**src/rtl/rf_pkg.sv**
```systemverilog
// Shared widths, FSM state encoding and helpers for the register-file writeback arbiter.
// Imported by rf_wb_arbiter and rf_wb_hold.
package rf_pkg;

   localparam int REG_ADDR_W       = 5;
   localparam int DATA_W           = 32;
   localparam int STARVE_LIMIT_DEF = 4;
   localparam int CNT_W            = 4;

   typedef enum logic [1:0] {
      ST_IDLE  = 2'd0,
      ST_WAIT  = 2'd1,
      ST_FORCE = 2'd2
   } arb_state_e;

   // Register 0 is hard-wired, so a request to it counts as no write at all.
   function automatic logic is_write(input logic en, input logic [REG_ADDR_W-1:0] addr);
      return en && (addr != '0);
   endfunction

endpackage

```
**src/rtl/rf_wb_hold.sv**
```systemverilog
// Single-entry holding slot for a mul/div result waiting for the register-file write port.
// A load takes priority over a clear; the arbiter never asks for both in the same cycle.
module rf_wb_hold
   import rf_pkg::*;
(
   input  logic                  clk,
   input  logic                  rst,
   input  logic                  load,
   input  logic                  clear,
   input  logic [REG_ADDR_W-1:0] load_addr,
   input  logic [DATA_W-1:0]     load_data,
   output logic                  valid,
   output logic [REG_ADDR_W-1:0] addr,
   output logic [DATA_W-1:0]     data
);

   logic                  valid_q, valid_d;
   logic [REG_ADDR_W-1:0] addr_q,  addr_d;
   logic [DATA_W-1:0]     data_q,  data_d;

   always_comb begin
      valid_d = valid_q;
      addr_d  = addr_q;
      data_d  = data_q;
      if (load) begin
         valid_d = 1'b1;
         addr_d  = load_addr;
         data_d  = load_data;
      end else if (clear) begin
         valid_d = 1'b0;
         addr_d  = '0;
         data_d  = '0;
      end
   end

   always_ff @(posedge clk) begin
      if (rst) begin
         valid_q <= 1'b0;
         addr_q  <= '0;
         data_q  <= '0;
      end else begin
         valid_q <= valid_d;
         addr_q  <= addr_d;
         data_q  <= data_d;
      end
   end

   assign valid = valid_q;
   assign addr  = addr_q;
   assign data  = data_q;

endmodule

```
**src/rtl/rf_wb_arbiter.sv**
```systemverilog
// Arbitrates the single register-file write port between the pipeline writeback and a
// mul/div unit; the pipeline wins until a held mul/div result has starved too long.
module rf_wb_arbiter
   import rf_pkg::*;
#(
   parameter int STARVE_LIMIT = STARVE_LIMIT_DEF
) (
   input  logic                  clk,
   input  logic                  rst,
   input  logic                  wb_RegWrite,
   input  logic [REG_ADDR_W-1:0] wb_addr,
   input  logic [DATA_W-1:0]     wb_data,
   input  logic                  md_valid,
   input  logic [REG_ADDR_W-1:0] md_addr,
   input  logic [DATA_W-1:0]     md_data,
   output logic                  md_ready,
   output logic                  pipe_stall,
   output logic                  md_pend,
   output logic [REG_ADDR_W-1:0] md_pend_addr,
   output logic                  RegWrite,
   output logic [REG_ADDR_W-1:0] wr_addr,
   output logic [DATA_W-1:0]     wr_data
);

   localparam logic [CNT_W-1:0] LIMIT_M1 = CNT_W'(STARVE_LIMIT - 1);

   arb_state_e            state_q, state_d;
   logic [CNT_W-1:0]      cnt_q, cnt_d, cnt_inc;
   logic                  reg_write_q, reg_write_d;
   logic [REG_ADDR_W-1:0] wr_addr_q, wr_addr_d;
   logic [DATA_W-1:0]     wr_data_q, wr_data_d;

   logic                  hold_load, hold_clear;
   logic                  hold_valid;
   logic [REG_ADDR_W-1:0] hold_addr;
   logic [DATA_W-1:0]     hold_data;
   logic                  wb_req, md_accept;

   rf_wb_hold u_hold (
      .clk       (clk),
      .rst       (rst),
      .load      (hold_load),
      .clear     (hold_clear),
      .load_addr (md_addr),
      .load_data (md_data),
      .valid     (hold_valid),
      .addr      (hold_addr),
      .data      (hold_data)
   );

   assign md_ready  = !hold_valid && !rst;
   assign wb_req    = is_write(wb_RegWrite, wb_addr);
   assign md_accept = md_valid && md_ready;
   assign cnt_inc   = cnt_q + CNT_W'(1);

   always_comb begin
      state_d     = state_q;
      cnt_d       = cnt_q;
      reg_write_d = 1'b0;
      wr_addr_d   = '0;
      wr_data_d   = '0;
      hold_load   = 1'b0;
      hold_clear  = 1'b0;

      if (rst) begin
         state_d    = ST_IDLE;
         cnt_d      = '0;
         hold_clear = 1'b1;
      end else begin
         case (state_q)
            ST_IDLE: begin
               if (wb_req) begin
                  reg_write_d = 1'b1;
                  wr_addr_d   = wb_addr;
                  wr_data_d   = wb_data;
               end
               // A mul/div result to r0 is accepted and simply dropped.
               if (md_accept && md_addr != '0) begin
                  hold_load = 1'b1;
                  state_d   = ST_WAIT;
                  cnt_d     = '0;
               end
            end
            ST_WAIT: begin
               if (wb_req) begin
                  reg_write_d = 1'b1;
                  wr_addr_d   = wb_addr;
                  wr_data_d   = wb_data;
                  // The pipeline result is younger, so the held one is dead.
                  if (wb_addr == hold_addr) begin
                     hold_clear = 1'b1;
                     state_d    = ST_IDLE;
                     cnt_d      = '0;
                  end else begin
                     cnt_d = cnt_inc;
                     if (cnt_inc >= LIMIT_M1) begin
                        state_d = ST_FORCE;
                     end
                  end
               end else begin
                  reg_write_d = 1'b1;
                  wr_addr_d   = hold_addr;
                  wr_data_d   = hold_data;
                  hold_clear  = 1'b1;
                  state_d     = ST_IDLE;
                  cnt_d       = '0;
               end
            end
            ST_FORCE: begin
               reg_write_d = 1'b1;
               wr_addr_d   = hold_addr;
               wr_data_d   = hold_data;
               hold_clear  = 1'b1;
               state_d     = ST_IDLE;
               cnt_d       = '0;
            end
            default: begin
               hold_clear = 1'b1;
               state_d    = ST_IDLE;
               cnt_d      = '0;
            end
         endcase
      end
   end

   always_ff @(posedge clk) begin
      if (rst) begin
         state_q     <= ST_IDLE;
         cnt_q       <= '0;
         reg_write_q <= 1'b0;
         wr_addr_q   <= '0;
         wr_data_q   <= '0;
      end else begin
         state_q     <= state_d;
         cnt_q       <= cnt_d;
         reg_write_q <= reg_write_d;
         wr_addr_q   <= wr_addr_d;
         wr_data_q   <= wr_data_d;
      end
   end

   assign pipe_stall   = (state_q == ST_FORCE);
   assign md_pend      = hold_valid;
   assign md_pend_addr = hold_valid ? hold_addr : '0;
   assign RegWrite     = reg_write_q;
   assign wr_addr      = wr_addr_q;
   assign wr_data      = wr_data_q;

endmodule

```
**config.mk**
```make
export PLATFORM = sky130hd
export DESIGN_NAME = rf_wb_arbiter
export DESIGN_NICKNAME = d
export VERILOG_FILES = /design/src/rtl/rf_pkg.sv /design/src/rtl/rf_wb_hold.sv /design/src/rtl/rf_wb_arbiter.sv
export SDC_FILE = /design/constraint.sdc
export NUM_CORES = 1
export LEC_CHECK = 0
export ABC_AREA = 1
export CAP_MARGIN = 20
export CORE_UTILIZATION = 25
export DETAILED_ROUTE_END_ITERATION = 12
export GPL_TIMING_DRIVEN = 0
export SYNTH_ARGS = -nofsm -noshare
export SYNTH_HDL_FRONTEND = slang
export SYNTH_SLANG_ARGS = --single-unit
```
**constraint.sdc**
```tcl
create_clock -name clk -period 1.46 [get_ports clk]
set_input_delay 0.365 -clock clk [delete_from_list [all_inputs] [get_ports clk]]
set_output_delay 0.365 -clock clk [all_outputs]
set_load 0.05 [all_outputs]
```
==> flow_summary.toml <==
[sta]
slew_violations = 0
worst_pin_slew_ns = 0.302
clock_skew_ns = 0.00590
max_slew_margin = 0.800
fmax_ghz = 0.686
period_needed_ns = 1.46
setup_viol = 0
hold_viol_final = 0
rsz0062_at_grt = "true"
final.period_utilization = 0.999

[finish]
fin_area_um2 = 5740
area_growth_pct = 71.3
num_antenna_cells = 0
nets = 675
drive_above_1_share = 0.296
fin_cells = 767

[drt]
first_iter_violations = 260
wl_um = 10400
drc = 0
ant_nets = 0
via_count = 3332
vias_per_cell = 4.34
wl_per_cell_um = 13.6
drt_first_pass_iters = 4

[floorplanning]
core_um2 = 12800
ios = 124
die_h_um = 118
start_util = 0.261
die_w_um = 118
fp.dieArea_um2 = 13900
fp-row-count = 41

[synthesis]
synth_top_area_frac = 0.490
synth_cell_types = 25
ys.flop_type = "dfxtp_1"
synth_seq_cells = 82
ys_seq_area_frac = 0.490
synth_top_family_by_area = "simple AND/OR/NAND/NOR gates"
syn_nets = 518
synthAdderAreaFrac = 0.0224
yosys_warnings = 0
yosys.area_share.simple = 0.324
yosys.area_share.xor_xnor = 0.00523
synth-edff-count = 0
syn-cell-area_um2 = 3350
synthMuxAreaShare = 0
netlist_top_cells_area = "dfxtp_1 49%, nand2_1 21%, a21oi_1 6.4%, nand3_1 4.8%, buf_6 3.4%"
syn_area_per_cell_um2 = 7.71
synth-compound-area-share = 0.0729
synthCells = 434
synth_area_leader_cell = "dfxtp_1"
async_reset_ff_frac = 0
netlist_top_cells_count = "183 x nand2_1, 82 x dfxtp_1, 43 x a21oi_1, 32 x nand3_1, 23 x inv_1"
synth.most_common_cell = "nand2_1"

[flow_run]
drv_cap = 0

[worst_setup_path]
critPathSlowestCell = "clkdlybuf4s50_1"
slowest_delay_ns = 0.44
path_delay_family = "buffers and inverters"
crit_path_max_fanout = 10
crit_required_ns = 1.70
crit_top_cell = "nand2_1"
critical_path_class = "input port to register"
worstPathCellList = "clkdlybuf4s50_1 > nand3b_1 > nand2_2 > nor2_4 > buf_4 > buf_12 > clkbuf_16 > nand2_1 > nand2_1"
cp-end-kind = "register"
cp.buffers_inverters = 4
arrival_ns = 1.69
rrSetupSlack_ns = 0.01
cp-start-kind = "input port"

[clocking]
cts_buffers = 9
htree_num_levels = 3
cts_buffer_depth = 2
holdBufCountCts = 0
numClockSinks = 82
clock-root-buffer = "clkbuf_16"
cts_tree = "done"
insertion_delay_ns = 0.34
clkTransAtPathRegs_ns = 0.06

[pwr]
powerDensity_nw_per_um2 = 1740
swShare = 0.386
power_frac_comb = 0.482
vdd_drop_max_v = 0.000797
p_clk_frac = 0.219
p_seq_frac = 0.300
p_leak_nw = 2.44
power.switching_mw = 3.86
p_int_mw = 6.14
total_power_mw = 10.0

[grt]
grt_usage = 0.151
grt_pass1_vias = 3284
grt_max_degree = 13
grt_overflow = 0
antenna_found_initial = 0
grt_pass1_wl_um = 16300

[placed_design]
dp_hpwl_um = 7010
port_buffers = 122
post-place-cells = 728
gp_congestion = 0.778
place_area_um2 = 4790

[worst_hold_path]
hold_path.class = "input port to register"

[run_status]
status = "complete, no violations"
[metrics by stage]
step | utilization | TNS, ns | setup slack (ns) | hold WS, ns
after floorplan | - | 0 | 0.0235 | 0.439
after global placement | 0.374 | -44.93 | -0.644 | 0.446
after detailed placement | 0.374 | -47.52 | -0.690 | 0.451
after CTS | 0.425 | -0.0995 | -0.0215 | 0.321
after global routing | 0.447 | -2.14 | -0.0822 | 0.291
final | 0.447 | 0 | 0.00142 | 0.268
[power by group through the flow]
stage	registers, mW	clock network (mW)	logic (mW)
after floorplan	3.63	0	1.88
final	3.00	2.19	4.82
after detailed placement	2.98	0	3.75
after global routing	3.05	2.33	5.18
after global placement	2.96	0	3.69
after CTS	2.96	2.24	4.30
[state kept, by name, summed over array words and instances (netlist names)]
name          flops
u_hold.data      32
wr_data          32
u_hold.addr       5
wr_addr           5
cnt_q             4
state_q           2
RegWrite          1
u_hold.valid      1
[placed cells by master (no fill, tap or decap), types with 12 or more instances in the layout]
| cell | synthesis | routed |
|---|---|---|
| nand3_2 | 11 | 18 |
| clkbuf_16 | 0 | 12 |
| clkdlybuf4s15_2 | 0 | 39 |
| inv_1 | 23 | 14 |
| buf_4 | 4 | 18 |
| a21oi_1 | 43 | 38 |
| buf_6 | 10 | 14 |
| dfxtp_1 | 82 | 75 |
| clkdlybuf4s50_1 | 0 | 67 |
| nand3_1 | 32 | 25 |
| nand2_1 | 183 | 173 |
[worst paths after layout]
path,end,start,cells after the start
min,u_hold.addr[1],md_addr[1],3
min reg2reg,u_hold.data[4],u_hold.data[4],2
max reg2reg,u_hold.data[22],u_hold.valid,10
max,u_hold.addr[0],md_addr[4],9
[logic make-up after synthesis]
logic type      Yosys count
simple gates            249
fa+ha+maj                 6
buf+inv                  49
flops                    82
xor+xnor                  2
compound gates           46
[per-layer routing]
metal / wire length, µm / vias up / GRT usage
li1: - / 1687 / -
met1: 4330 / 1533 / 0.169
met2: 5200 / 106 / 0.264
met3: 815 / 6 / 0.0562
met4: 94 / 0 / 0.0465
met5: 0 / - / 0
[final cells by class]
class,instances,area [µm²]
Clock inverter,2,10.0
Buffer,24,288
Inverter,25,109
Timing Repair Buffer,146,1600
Fill cell,1252,7090
Clock buffer,13,280
Tap cell,172,215
Sequential cell,82,1670
Multi-Input combinational cell,303,1570
[worst reg2reg max path, stage by stage, from the launching register on]
cell,delay [ns]
dfxtp_4,0.34
buf_6,0.14
nor3b_2,0.17
nand2_2,0.11
nor2_4,0.11
inv_2,0.06
nand2_4,0.08
inv_8,0.07
clkbuf_16,0.16
nand3_2,0.07
nand2_1,0.05
[repair_timing]
action / in CTS / in global routing
gates cloned: 4 / 3
setup endpoints to repair: 122 / 87
buffers inserted: 10 / 7
pin swaps: 8 / 17
resized for setup: 227 / 54
No activity file was read; power rests on OpenSTA's default activity.
